$ cat src/rtl/stream_comp_packet_loader.sv
// Packet loader: parses [command, length L, L data words] from a valid/ready word stream
// and writes them into the command, length and data FIFOs. The header is released only
// once all L data words are known to fit, so data follows the header without stalling.
// Malformed packets (L == 0 or L > BufferSize) are consumed and dropped, setting a sticky err.
module stream_comp_packet_loader #(
    parameter int unsigned Width      = 10,
    parameter int unsigned BufferSize = 10,
    parameter int unsigned PopW       = $clog2(BufferSize + 1)
) (
    input  logic             i_clk,
    input  logic             i_rst,
    input  logic             i_in_valid,
    input  logic [Width-1:0] i_in_data,
    output logic             o_in_ready,
    input  logic [PopW-1:0]  i_pop_command,
    input  logic [PopW-1:0]  i_pop_length,
    input  logic [PopW-1:0]  i_pop_data,
    output logic             o_wr_en_command,
    output logic             o_wr_en_length,
    output logic             o_wr_en_data,
    output logic [Width-1:0] o_command_out,
    output logic [Width-1:0] o_length_out,
    output logic [Width-1:0] o_data_out,
    output logic [Width-1:0] o_pkt_count,
    output logic             o_err
);

    typedef enum logic [1:0] {StCmd, StLen, StData, StDrop} state_e;

    state_e           r_state;
    logic [Width-1:0] r_cmd;
    logic [Width-1:0] r_rem;
    logic [Width-1:0] r_pkt_count;
    logic             r_err;

    logic w_len_zero;
    logic w_len_big;
    logic w_len_legal;
    logic w_space_ok;
    logic w_ready;
    logic w_xfer;
    logic w_rem_last;

    assign w_len_zero  = (i_in_data == '0);
    assign w_len_big   = (32'(i_in_data) > BufferSize);
    assign w_len_legal = !w_len_zero && !w_len_big;
    // Free data space is BufferSize - pop_data; phrased as a sum to avoid underflow.
    assign w_space_ok  = (32'(i_pop_command) < BufferSize) &&
                         (32'(i_pop_length) < BufferSize) &&
                         ((32'(i_in_data) + 32'(i_pop_data)) <= BufferSize);
    assign w_rem_last  = (r_rem == Width'(1));

    // Ready decode: only a legal header can be held back, waiting for FIFO space.
    always_comb begin
        w_ready = 1'b1;
        case (r_state)
            StLen:   w_ready = w_len_legal ? w_space_ok : 1'b1;
            default: w_ready = 1'b1;
        endcase
    end

    assign w_xfer     = i_in_valid & w_ready;
    assign o_in_ready = w_ready;

    // Header strobes fire together; data strobe is a pass-through of the accepted word.
    assign o_wr_en_command = w_xfer && (r_state == StLen) && w_len_legal;
    assign o_wr_en_length  = o_wr_en_command;
    assign o_wr_en_data    = w_xfer && (r_state == StData);
    assign o_command_out   = r_cmd;
    assign o_length_out    = i_in_data;
    assign o_data_out      = i_in_data;
    assign o_pkt_count     = r_pkt_count;
    assign o_err           = r_err;

    // Parser FSM with remaining-word counter, packet counter and sticky error.
    always_ff @(posedge i_clk or posedge i_rst) begin
        if (i_rst) begin
            r_state     <= StCmd;
            r_cmd       <= '0;
            r_rem       <= '0;
            r_pkt_count <= '0;
            r_err       <= 1'b0;
        end else if (w_xfer) begin
            case (r_state)
                StCmd: begin
                    r_cmd   <= i_in_data;
                    r_state <= StLen;
                end
                StLen: begin
                    if (w_len_zero) begin
                        r_err   <= 1'b1;
                        r_state <= StCmd;
                    end else if (w_len_big) begin
                        r_err   <= 1'b1;
                        r_rem   <= i_in_data;
                        r_state <= StDrop;
                    end else begin
                        r_rem   <= i_in_data;
                        r_state <= StData;
                    end
                end
                StData: begin
                    r_rem <= r_rem - Width'(1);
                    if (w_rem_last) begin
                        r_pkt_count <= r_pkt_count + Width'(1);
                        r_state     <= StCmd;
                    end
                end
                StDrop: begin
                    r_rem <= r_rem - Width'(1);
                    if (w_rem_last) begin
                        r_state <= StCmd;
                    end
                end
                default: r_state <= StCmd;
            endcase
        end
    end

endmodule

$ cat config.mk
export PLATFORM = sky130hd
export DESIGN_NAME = stream_comp_packet_loader
export DESIGN_NICKNAME = d
export VERILOG_FILES = /design/src/rtl/stream_comp_packet_loader.sv
export SDC_FILE = /design/constraint.sdc
export NUM_CORES = 1
export LEC_CHECK = 0
export CAP_MARGIN = 0
export CORE_ASPECT_RATIO = 0.5
export CORE_MARGIN = 2
export CORE_UTILIZATION = 30
export CTS_BUF_LIST = sky130_fd_sc_hd__clkbuf_4
export DETAILED_ROUTE_END_ITERATION = 16
export PLACE_DENSITY = 0.64
export SLEW_MARGIN = 20
export SYNTH_ARGS = -nofsm -noshare
export SYNTH_HDL_FRONTEND = slang
export SYNTH_SLANG_ARGS = --single-unit
$ cat constraint.sdc
create_clock -name i_clk -period 6.88 [get_ports i_clk]
set_input_delay 1.032 -clock i_clk [delete_from_list [all_inputs] [get_ports i_clk]]
set_output_delay 1.032 -clock i_clk [all_outputs]
set_load 0.01 [all_outputs]
==> results.sh <==
export IMPL_die_width_um=124
export IMPL_setup_total_negative_slack_ns=0
export IMPL_drive_above_1_share=0.103
export IMPL_report_power_total_mw=0.755
export IMPL_yosys_warnings=0
export IMPL_reported_max_cap_violation_count=0
export IMPL_num_rows=21
export IMPL_synth_compound_area_share=0.144
export IMPL_place_port_buffers=67
export IMPL_synth_simple_gate_area_share=0.185
export IMPL_drt_first_pass_iters=4
export IMPL_worst_reg2reg_endpoint="r_rem[0]"
export IMPL_design_core_area_um2=6810
export IMPL_post_synth_mux_area_share=0.0809
export IMPL_cts_path_max_buffers=2
export IMPL_hold_path_class="flop to flop"
export IMPL_largest_net_degree_at_the_start_of_global_routing=34
export IMPL_worst_setup_path_end_kind="primary output"
export IMPL_dp_hpwl_um=4070
export IMPL_worst_r2r_startpoint="r_state[1]"
export IMPL_power_clock_fraction=0.135
export IMPL_die_y_um=63.9
export IMPL_worstSkewPairLatency_ns=0.33
export IMPL_netlist_instances=223
export IMPL_p_int_mw=0.473
export IMPL_post_cts_setup_buffers=0
export IMPL_postRouteAntennaNets=0
export IMPL_viasPerCell=4.95
export IMPL_slew_headroom=0.519
export IMPL_fp_dieArea_um2=7900
export IMPL_cts_hold_fix_buffers=0
export IMPL_synthesis_nets=256
export IMPL_area_growth_pct=30.5
export IMPL_routed_via_count=1807
export IMPL_initial_core_utilization=0.316
export IMPL_tritoncts="yes"
export IMPL_grt_first_pass_wirelength_um=8840
export IMPL_endpoint_of_the_most_critical_setup_path="o_in_ready"
export IMPL_cts_reportedPaths_clkPinSlew_ns=0.11
export IMPL_global_route_usage_total=0.141
export IMPL_timing_worst_slew_pin_value_ns=0.722
export IMPL_globalRoute_totalOverflow=0
export IMPL_asyncSetResetFlopFracSynth=1.00
export IMPL_synth_avg_cell_area_um2=9.64
export IMPL_post_cts_resized_instances=0
export IMPL_fin_crit_sh=0.754
export IMPL_critPathRequiredTime_ns=5.85
export IMPL_power_share_sequential=0.434
export IMPL_number_of_h_tree_branching_levels=2
export IMPL_worst_setup_path_startpoint="i_in_data[0]"
export IMPL_route_detailed_wl_per_inst_um=14.6
export IMPL_power_per_cell_area_nw_per_um2=269
export IMPL_synthDominantCellAreaShare=0.384
export IMPL_largest_vdd_supply_drop_mv=0.0813
export IMPL_number_of_drc_violations_after_detailed_routing=0
export IMPL_ys_top_cells_by_area="sky130_fd_sc_hd__dfrtp_1, sky130_fd_sc_hd__buf_4, sky130_fd_sc_hd__mux2_2"
export IMPL_first_global_vias=1789
export IMPL_finalHoldViolations=0
export IMPL_io_pin_count=70
export IMPL_synthXorXnorAreaFrac=0.0448
export IMPL_gpl_final_weighted_congestion=0.787
export IMPL_detailedRoute_firstIterationViolations=79
export IMPL_n_antenna_cell=0
export IMPL_status="completed"
export IMPL_worst_skew_ns=0.0136
export IMPL_netlist_top_cell_by_area="sky130_fd_sc_hd__dfrtp_1"
export IMPL_number_of_slew_limit_violations_in_the_final_report=0
export IMPL_setup_viol_count_final=0
export IMPL_startpoint_type="input pin"
export IMPL_power_switching_mw=0.282
export IMPL_sequential_area_share_after_synthesis=0.384
export IMPL_clock_fmax_mhz=193
export IMPL_arrival_ns=4.16
export IMPL_clkSinkCount=33
export IMPL_tritoncts_num_buffers=5
export IMPL_clock_root_buffer="sky130_fd_sc_hd__clkbuf_4"
export IMPL_critical_path_max_fanout=7
export IMPL_synth_cell_type_count=48
export IMPL_synth_ff_type="sky130_fd_sc_hd__dfrtp_1"
export IMPL_power_share_switching=0.374
export IMPL_synth_adder_area_share=0.0500
export IMPL_ys_seq_elements=33
export IMPL_regToRegSetupSlack_ns=4.39
export IMPL_synth_area_um2=2150
export IMPL_worstSetupPathType="input pin to primary output"
export IMPL_wirelength_um=5330
export IMPL_post_route_min_period_ns=5.19
export IMPL_cellLeakagePower_nw=1.22
export IMPL_nets=305
export IMPL_largest_family_of_logic_cells_by_synthesized_area="simple AND/OR/NAND/NOR gates"
export IMPL_worst_r2r_path_depth=6
export IMPL_setup_repair_after_global_routing_missed_its_margin="no"
export IMPL_grt_antenna_before_repair=0
export IMPL_comb_pwr_share=0.430
export IMPL_synth_edf_count=0
[stage by stage]
| step | instance area [um2] | instances | hold slack, ns | util | worst slack [ns] |
|---|---|---|---|---|---|
| floorplan | 2150 | 223 | 0.459 | - | 3.01 |
| global placement | 2760 | 357 | 0.456 | 0.405 | 1.82 |
| detailed placement | 2760 | 357 | 0.464 | 0.405 | 1.75 |
| CTS | 2810 | 365 | 0.479 | 0.413 | 1.73 |
| global route | 2810 | 365 | 0.503 | 0.413 | 1.52 |
| finish | 2810 | 365 | 0.481 | 0.413 | 1.69 |
[worst min path at each step]
stage | endpoint | cells after the start | slack, ns | start
3_5_place_dp | o_pkt_count[9] | 1 | 0.46 | o_pkt_count[9]
5_1_grt | o_pkt_count[9] | 1 | 0.50 | o_pkt_count[9]
6_report | o_pkt_count[9] | 1 | 0.48 | o_pkt_count[9]
4_1_cts | o_pkt_count[9] | 1 | 0.48 | o_pkt_count[9]
2_1_floorplan | r_rem[6] | 1 | 0.46 | r_rem[6]
3_3_place_gp | o_err | 1 | 0.46 | o_err
[cell families after synthesis]
| group | Yosys count |
|---|---|
| flip-flops | 33 |
| AO/OA/AOI/OAI | 48 |
| AND/OR/NAND/NOR | 68 |
| buffers and inverters | 39 |
| adder cells (fa/ha/maj) | 8 |
| multiplexers | 16 |
| XOR/XNOR | 11 |
[critical path: stages]
cell	delay (ns)
sky130_fd_sc_hd__clkdlybuf4s50_1	0.68
sky130_fd_sc_hd__ha_1	0.24
sky130_fd_sc_hd__inv_1	0.06
sky130_fd_sc_hd__fa_1	0.37
sky130_fd_sc_hd__nand2b_1	0.21
sky130_fd_sc_hd__a211oi_1	0.28
sky130_fd_sc_hd__xnor2_1	0.19
sky130_fd_sc_hd__nand3_1	0.12
sky130_fd_sc_hd__o21ai_0	0.34
sky130_fd_sc_hd__clkdlybuf4s50_1	0.63
[power groups by stage]
stage	clock network [mW]	logic, mW	registers [mW]
floorplan	0	0.193	0.327
finish	0.102	0.325	0.328
global placement	0	0.319	0.327
CTS	0.107	0.328	0.328
detailed placement	0	0.327	0.331
global route	0.119	0.354	0.340
[sequential cells by signal (all words and copies together), names as in the netlist]
name,flops
r_state,2
o_command_out,10
r_rem,10
o_err,1
o_pkt_count,10
[cells in the final DEF, fill, tap and decap left out, drive strengths merged, types with 2 or more instances in the layout]
cell type and instances:
xor2 5, o21ai 14, nand4 2, a21oi 13
nor3 5, a22o 3, o22ai 4, xnor2 6
nand3 6, nor2b 2, nor4 4, inv 11
and3 7, nand2b 5, or3 4, clkinv 4
buf 2, clkbuf 5, mux2i 5, clkdlybuf4s50 67
nand2 13, mux2 11, ha 7, nor3b 5
a21o 4, nor2 11, dfrtp 33
[Yosys cell counts, types with 2 or more instances]
cell	instances
sky130_fd_sc_hd__or3_1	4
sky130_fd_sc_hd__dfrtp_1	33
sky130_fd_sc_hd__ha_1	7
sky130_fd_sc_hd__o21ai_2	2
sky130_fd_sc_hd__a21o_1	4
sky130_fd_sc_hd__o21ai_0	12
sky130_fd_sc_hd__nand2b_1	4
sky130_fd_sc_hd__buf_4	22
sky130_fd_sc_hd__mux2i_1	5
sky130_fd_sc_hd__nor4_2	2
sky130_fd_sc_hd__a22o_1	3
sky130_fd_sc_hd__mux2_2	11
sky130_fd_sc_hd__nand3_1	5
sky130_fd_sc_hd__and3_1	7
sky130_fd_sc_hd__nor2b_1	2
sky130_fd_sc_hd__nand4_1	2
sky130_fd_sc_hd__nor4_1	2
sky130_fd_sc_hd__xnor2_1	6
sky130_fd_sc_hd__nand2_1	13
sky130_fd_sc_hd__xor2_1	5
sky130_fd_sc_hd__nor2_1	11
sky130_fd_sc_hd__inv_1	11
sky130_fd_sc_hd__nor3_1	5
sky130_fd_sc_hd__nor3b_1	5
sky130_fd_sc_hd__a21oi_1	13
sky130_fd_sc_hd__buf_2	2
sky130_fd_sc_hd__o22ai_1	4
[final cells by class]
| type | instances | area [um2] |
|---|---|---|
| clock inverter | 3 | 12.5 |
| fill | 664 | 4000 |
| clock buffer | 5 | 37.5 |
| inverter | 12 | 45.0 |
| tap | 92 | 115 |
| timing repair buffer | 69 | 686 |
| multi-input combinational | 151 | 1090 |
| sequential | 33 | 826 |
[layer usage]
layer / part of all wire / wire length, um / global-route usage
met3: 0.037 / 195 / 0.0250
met1: 0.48 / 2580 / 0.199
met4: 0.0024 / 13 / 0.0369
met5: 0 / 0 / 0
met2: 0.48 / 2540 / 0.224
(Power assumes the default switching activity.)
==> RTL edit 1 (same settings) <==
The parameter `BufferSize` goes from 10 to 11.
--- a/src/rtl/stream_comp_packet_loader.sv
+++ b/src/rtl/stream_comp_packet_loader.sv
@@ -4,7 +4,7 @@
 // Malformed packets (L == 0 or L > BufferSize) are consumed and dropped, setting a sticky err.
 module stream_comp_packet_loader #(
     parameter int unsigned Width      = 10,
-    parameter int unsigned BufferSize = 10,
+    parameter int unsigned BufferSize = 11,
     parameter int unsigned PopW       = $clog2(BufferSize + 1)
 ) (
     input  logic             i_clk,
Function: changed (Yosys sat finds a counterexample within 4 cycles, from zero or initial values and one cycle with i_rst high).
==> RTL edit 1 against the unedited design <==
  * Synthesized area fell by 0.52%
  * Worst setup slack improved by 460 ps
  * Total power grew 11%
  * Critical path depth stayed put
  * Non-clock buffer count rose by 1
  * Count of clock-buffer cells in the layout unchanged
  * Sequential cell count did not move
  * Routed wire length up 0.67%
  * Cell area grew 1.6%
  * Die area down 0.50%
==> RTL edit 1: results (changes against the unedited design) <==
Outcome
  • Status: finished, final reports clean (unchanged)

Yosys
  • Syn Nets: 246 (was 256)
  • Synth area leaders: dfrtp_1 39%, buf_4 7.4%, mux2_2 5.8% (was dfrtp_1 38%, buf_4 7.7%, mux2_2 5.8%)
  • Seq/Total Area, Yosys: 38.6% (was 38.4%)
  • Most frequent cells after synthesis: 33 x dfrtp_1, 21 x buf_4, 18 x inv_1 (was 33 x dfrtp_1, 22 x buf_4, 13 x a21oi_1, 13 x nand2_1, 12 x o21ai_0)
  • Async set or reset register ratio after synthesis: 100% (unchanged)

GRT
  • First-pass GRT wire length: 9070 um (was 8840 um)
  • Vias in the first global route: 1824 (was 1789)
  • Initial antenna violation count: 0 (unchanged)
  • GRT Total Usage: 14.8% (was 14.1%)

STA
  • Slew margin rel.: 43.8% (was 51.9%)
  • Max Clock Skew: 13.1 ps (was 13.6 ps)

Detailed routing
  • Routed WL: 5370 um (was 5330 um)
  • Vias per Instance: 5.02 (was 4.95)
  • Iteration-0 DRC Markers: 65 (was 79)

Worst setup path
  • FF-to-FF setup slack: 4370 ps (was 4390 ps)
  • Reg-to-reg endpoint: r_rem[3] (was r_rem[0])
  • Worst reg-to-reg path cell count: 4 (was 6)
  • Crit-path max FO: 6 (was 7)
  • Critical Path AT: 3700 ps (was 4160 ps)

Worst hold path
  • Min-Delay Path Depth: 1 (unchanged)
  • Hold endpoint: o_err (was o_pkt_count[9])
  • Hold Crit Start: o_err (was o_pkt_count[9])

Placed design
  • GP Congestion: 0.813 (was 0.787)
  • Placed cell areas: 0.00277 mm2 (was 0.00276 mm2)
  • # port buffers: 69 (was 67)
  • Final HPWL DP: 4080 um (was 4070 um)

Power
  • Switching power: 0.000316 W (was 0.000282 W)
  • LEAKAGE: 1.19 nW (was 1.22 nW)
  • Maximum vdd drop: 0.0882 mV (was 0.0813 mV)

Layout
  • Share of cells above drive strength 1: 13.2% (was 10.3%)
  • Fillers: 672 (was 664)
  • Nets: 297 (was 305)
[RTL edit 1: changes by cell type after synthesis, moves of 6 or more]
cell	delta
inv_1	+7
o21ai_0	-6
nand3_1	+9
a221oi_2	+8
nand4_1	+8
a21oi_1	-8
[RTL edit 1: metal layers]
metal	track usage [%]	vias up	routed length, um
met3	2.81	2	136
met5	0	-	0
met1	19.4	902	2520
li1	-	854	-
met4	3.84	0	18
met2	24.9	34	2690
[RTL edit 1: cells by family (layout without fill, tap and decap cells)]
| family | Yosys count | in the layout | share of synthesized area [%] |
|---|---|---|---|
| compound gates | 36 | 36 | 15.3 |
| xor+xnor | 9 | 9 | 3.68 |
| mux | 14 | 14 | 7.19 |
| flops | 33 | 33 | 38.6 |
| simple gates | 68 | 68 | 18.3 |
| fa+ha+maj | 8 | 8 | 5.03 |
| buf+inv | 45 | 97 | 11.9 |
[RTL edit 1: critical path, cell delays in order]
cell             delay (ps)
clkdlybuf4s50_1         490
ha_1                    270
fa_1                    410
nand3_1                 130
nand2_1                  70
o31ai_2                 260
nand3_4                 150
nand2_1                 140
and3_1                  200
clkdlybuf4s50_1         540
[RTL edit 1: worst max path at each step]
stage	to
after floorplan	o_wr_en_length
after global routing	o_wr_en_length
final	o_wr_en_command
after CTS	o_wr_en_command
after detailed placement	o_wr_en_command
after global placement	o_wr_en_command
[RTL edit 1: cell type report]
cell class	count	area, um2	area share, %
flip-flops and latches	33	826	28.9
clock inverters	3	46.3	1.62
clock buffers	5	37.5	1.32
multi-input cells	135	1060	37.1
repair buffers	70	698	24.5
well taps	92	115	4.04
inverters	19	71.3	2.50
[RTL edit 1: stage by stage]
stage	utilization (%)	hold slack, ps	total power [W]	instances	setup slack, ps
floorplan	-	505	0.000545	213	3170
global placement	40.8	468	0.000679	349	2230
detailed placement	40.8	463	0.000690	349	2150
CTS	42.1	489	0.000846	357	2130
global route	42.1	498	0.000902	357	1960
finish	42.1	479	0.000841	357	2150
[RTL edit 1: power groups by stage]
stage | Clock, W | Sequential [W] | Combinational, W
floorplan | 0 | 0.000316 | 0.000228
CTS | 0.000158 | 0.000321 | 0.000367
global placement | 0 | 0.000322 | 0.000357
finish | 0.000154 | 0.000322 | 0.000364
detailed placement | 0 | 0.000324 | 0.000366
global route | 0.000169 | 0.000331 | 0.000402
==> RTL edit 2 (same flow settings) <==
Without the edit above. Re-encode `state_e` (4 states) as one-hot, 4 bits wide.
--- a/src/rtl/stream_comp_packet_loader.sv
+++ b/src/rtl/stream_comp_packet_loader.sv
@@ -25,7 +25,7 @@
     output logic             o_err
 );
 
-    typedef enum logic [1:0] {StCmd, StLen, StData, StDrop} state_e;
+    typedef enum logic [3:0] {StCmd = 4'b0001, StLen = 4'b0010, StData = 4'b0100, StDrop = 4'b1000} state_e;
 
     state_e           r_state;
     logic [Width-1:0] r_cmd;
Function: same outputs for any inputs over 10 cycles, from zero or initial values and one cycle with i_rst high; not proved beyond that.
==> RTL edit 2 against the unedited design <==
  * Via count increased by 12%
  * Largest power group unchanged
  * Routed wire length grew 9.9%
  * Non-clock buffer count is the same
  * Maximum frequency down 4.6%
  * Combinational power is essentially flat
  * Critical endpoint is now o_wr_en_command
  * Total power is 3.0% higher
  * Worst setup slack worse by 250 ps
  * Cell area is 4.3% higher
  * Sequential cell count up 2
  * Synthesized area up 5.3%
==> RTL edit 2: results (changes against the unedited design) <==
Layout
  • Nets: 331 (was 305)
  • Fillers: 749 (was 664)
  • Fin cells: 395 (was 365)
  • Share of cells above drive strength 1: 8.70% (was 10.3%)

Worst setup path
  • Critical Path AT: 4410 ps (was 4160 ps)
  • Slowest CP cell: clkdlybuf4s50_1 (unchanged)
  • Crit-path max FO: 8 (was 7)
  • Slowest stage delay, CP: 650 ps (was 680 ps)

STA
  • Final setup fails: 0 (unchanged)
  • Slew margin rel.: 51.1% (was 51.9%)
  • Max Clock Skew: 17.8 ps (was 13.6 ps)

Yosys
  • XOR/XNOR share of the synthesized area: 4.64% (was 4.48%)
  • Syn Nets: 285 (was 256)
  • Synth cell types: 56 (was 48)
  • Mapped Cells: 252 (was 223)
  • Ys Warns: 0 (unchanged)
  • Mux contribution to synthesized area: 3.92% (was 8.09%)
  • Synth area leaders: dfrtp_1 38%, buf_4 7.0%, ha_1 3.9% (was dfrtp_1 38%, buf_4 7.7%, mux2_2 5.8%)
  • Synth Area in Compound Gates: 17.0% (was 14.4%)
  • Most frequent cells after synthesis: 34 x dfrtp_1, 22 x nand2_1, 22 x nor2_1 (was 33 x dfrtp_1, 22 x buf_4, 13 x a21oi_1, 13 x nand2_1, 12 x o21ai_0)
  • Post-synthesis adder-cell area fraction: 4.75% (was 5.00%)
  • Seq/Total Area, Yosys: 38.7% (was 38.4%)

Clocking
  • Clock Path Buffers: 2 (unchanged)
  • Clock Latency Late Sink: 350 ps (was 330 ps)

Placed design
  • # port buffers: 67 (unchanged)
  • GP Congestion: 0.829 (was 0.787)
  • Final HPWL DP: 4370 um (was 4070 um)
  • Placed Instances: 387 (was 357)

GRT
  • GRT Total Usage: 14.7% (was 14.1%)
  • Initial antenna violation count: 0 (unchanged)
  • First-pass GRT wire length: 9740 um (was 8840 um)
  • Largest net degree at the start of global routing: 36 (was 34)

Detailed routing
  • Via count: 2029 (was 1807)
  • Iteration-0 DRC Markers: 143 (was 79)
  • Routed WL: 5860 um (was 5330 um)
  • Drt pass-1 iters: 4 (unchanged)

Worst hold path
  • Min-delay worst type: flop to flop (unchanged)

Power
  • Switching power: 0.000293 W (was 0.000282 W)
  • Maximum vdd drop: 0.0910 mV (was 0.0813 mV)
  • LEAKAGE: 1.20 nW (was 1.22 nW)

Outcome
  • Status: finished, final reports clean (unchanged)
-- RTL edit 2: cell types whose count changed in the layout (fill, tap and decap cells not counted), moves of 4 or more --
| cell | delta |
|---|---|
| nor2_1 | +11 |
| xnor2_1 | +4 |
| o21ai_1 | +9 |
| nand3_1 | +6 |
| nand2_1 | +9 |
| mux2i_1 | -4 |
| a21o_1 | -4 |
| a31oi_1 | +4 |
| mux2_2 | -4 |
-- RTL edit 2: cells by family (layout without fill, tap and decap cells) --
group / Yosys count / in the layout
AND/OR/NAND/NOR: 87 / 87
AO/OA/AOI/OAI: 58 / 58
XOR/XNOR: 12 / 12
adder cells (fa/ha/maj): 8 / 8
flip-flops: 35 / 35
multiplexers: 8 / 8
buffers and inverters: 44 / 91
-- RTL edit 2: routing by layer --
layer | share of wire (%) | wire (um) | GRT usage, %
met1 | 45 | 2660 | 19.2
met2 | 48 | 2820 | 25.1
met3 | 5.4 | 314 | 2.44
met4 | 1.2 | 68 | 4.95
met5 | 0 | 0 | 0
-- RTL edit 2: path summary, 6_finish.rpt --
kind	from	end	slack [ps]	depth (start not counted)
min in group asynchronous	i_rst	r_rem[3]	1090	3
setup reg to reg	r_state[2]	r_rem[2]	4340	6
hold reg to reg	o_pkt_count[9]	o_pkt_count[9]	480	1
max in group asynchronous	i_rst	r_state[0]	5430	3
hold / removal	o_pkt_count[9]	o_pkt_count[9]	480	1
setup / recovery	i_in_data[0]	o_wr_en_command	1440	11
-- RTL edit 2: layout make-up --
cell class | count | area (um2) | share of cell area [%]
clock buffers | 6 | 45.0 | 1.54
clock inverters | 2 | 12.5 | 0.427
inverters | 14 | 52.6 | 1.79
multi-input cells | 173 | 1140 | 38.8
flip-flops and latches | 35 | 877 | 29.9
well taps | 96 | 120 | 4.10
repair buffers | 69 | 686 | 23.4
-- RTL edit 2: stage by stage --
stage / area (um2) / setup WS (ps)
after floorplan: 2260 / 2790
after global placement: 2870 / 1540
after detailed placement: 2870 / 1420
after CTS: 2920 / 1420
after global routing: 2930 / 1270
final: 2930 / 1440
-- RTL edit 2: power by group through the flow --
stage | registers [W] | logic (W) | clock network (W)
2_1_floorplan | 0.000338 | 0.000191 | 0
3_3_place_gp | 0.000329 | 0.000317 | 0
3_5_place_dp | 0.000336 | 0.000326 | 0
4_1_cts | 0.000333 | 0.000327 | 0.000123
5_1_grt | 0.000345 | 0.000358 | 0.000133
6_report | 0.000336 | 0.000326 | 0.000116
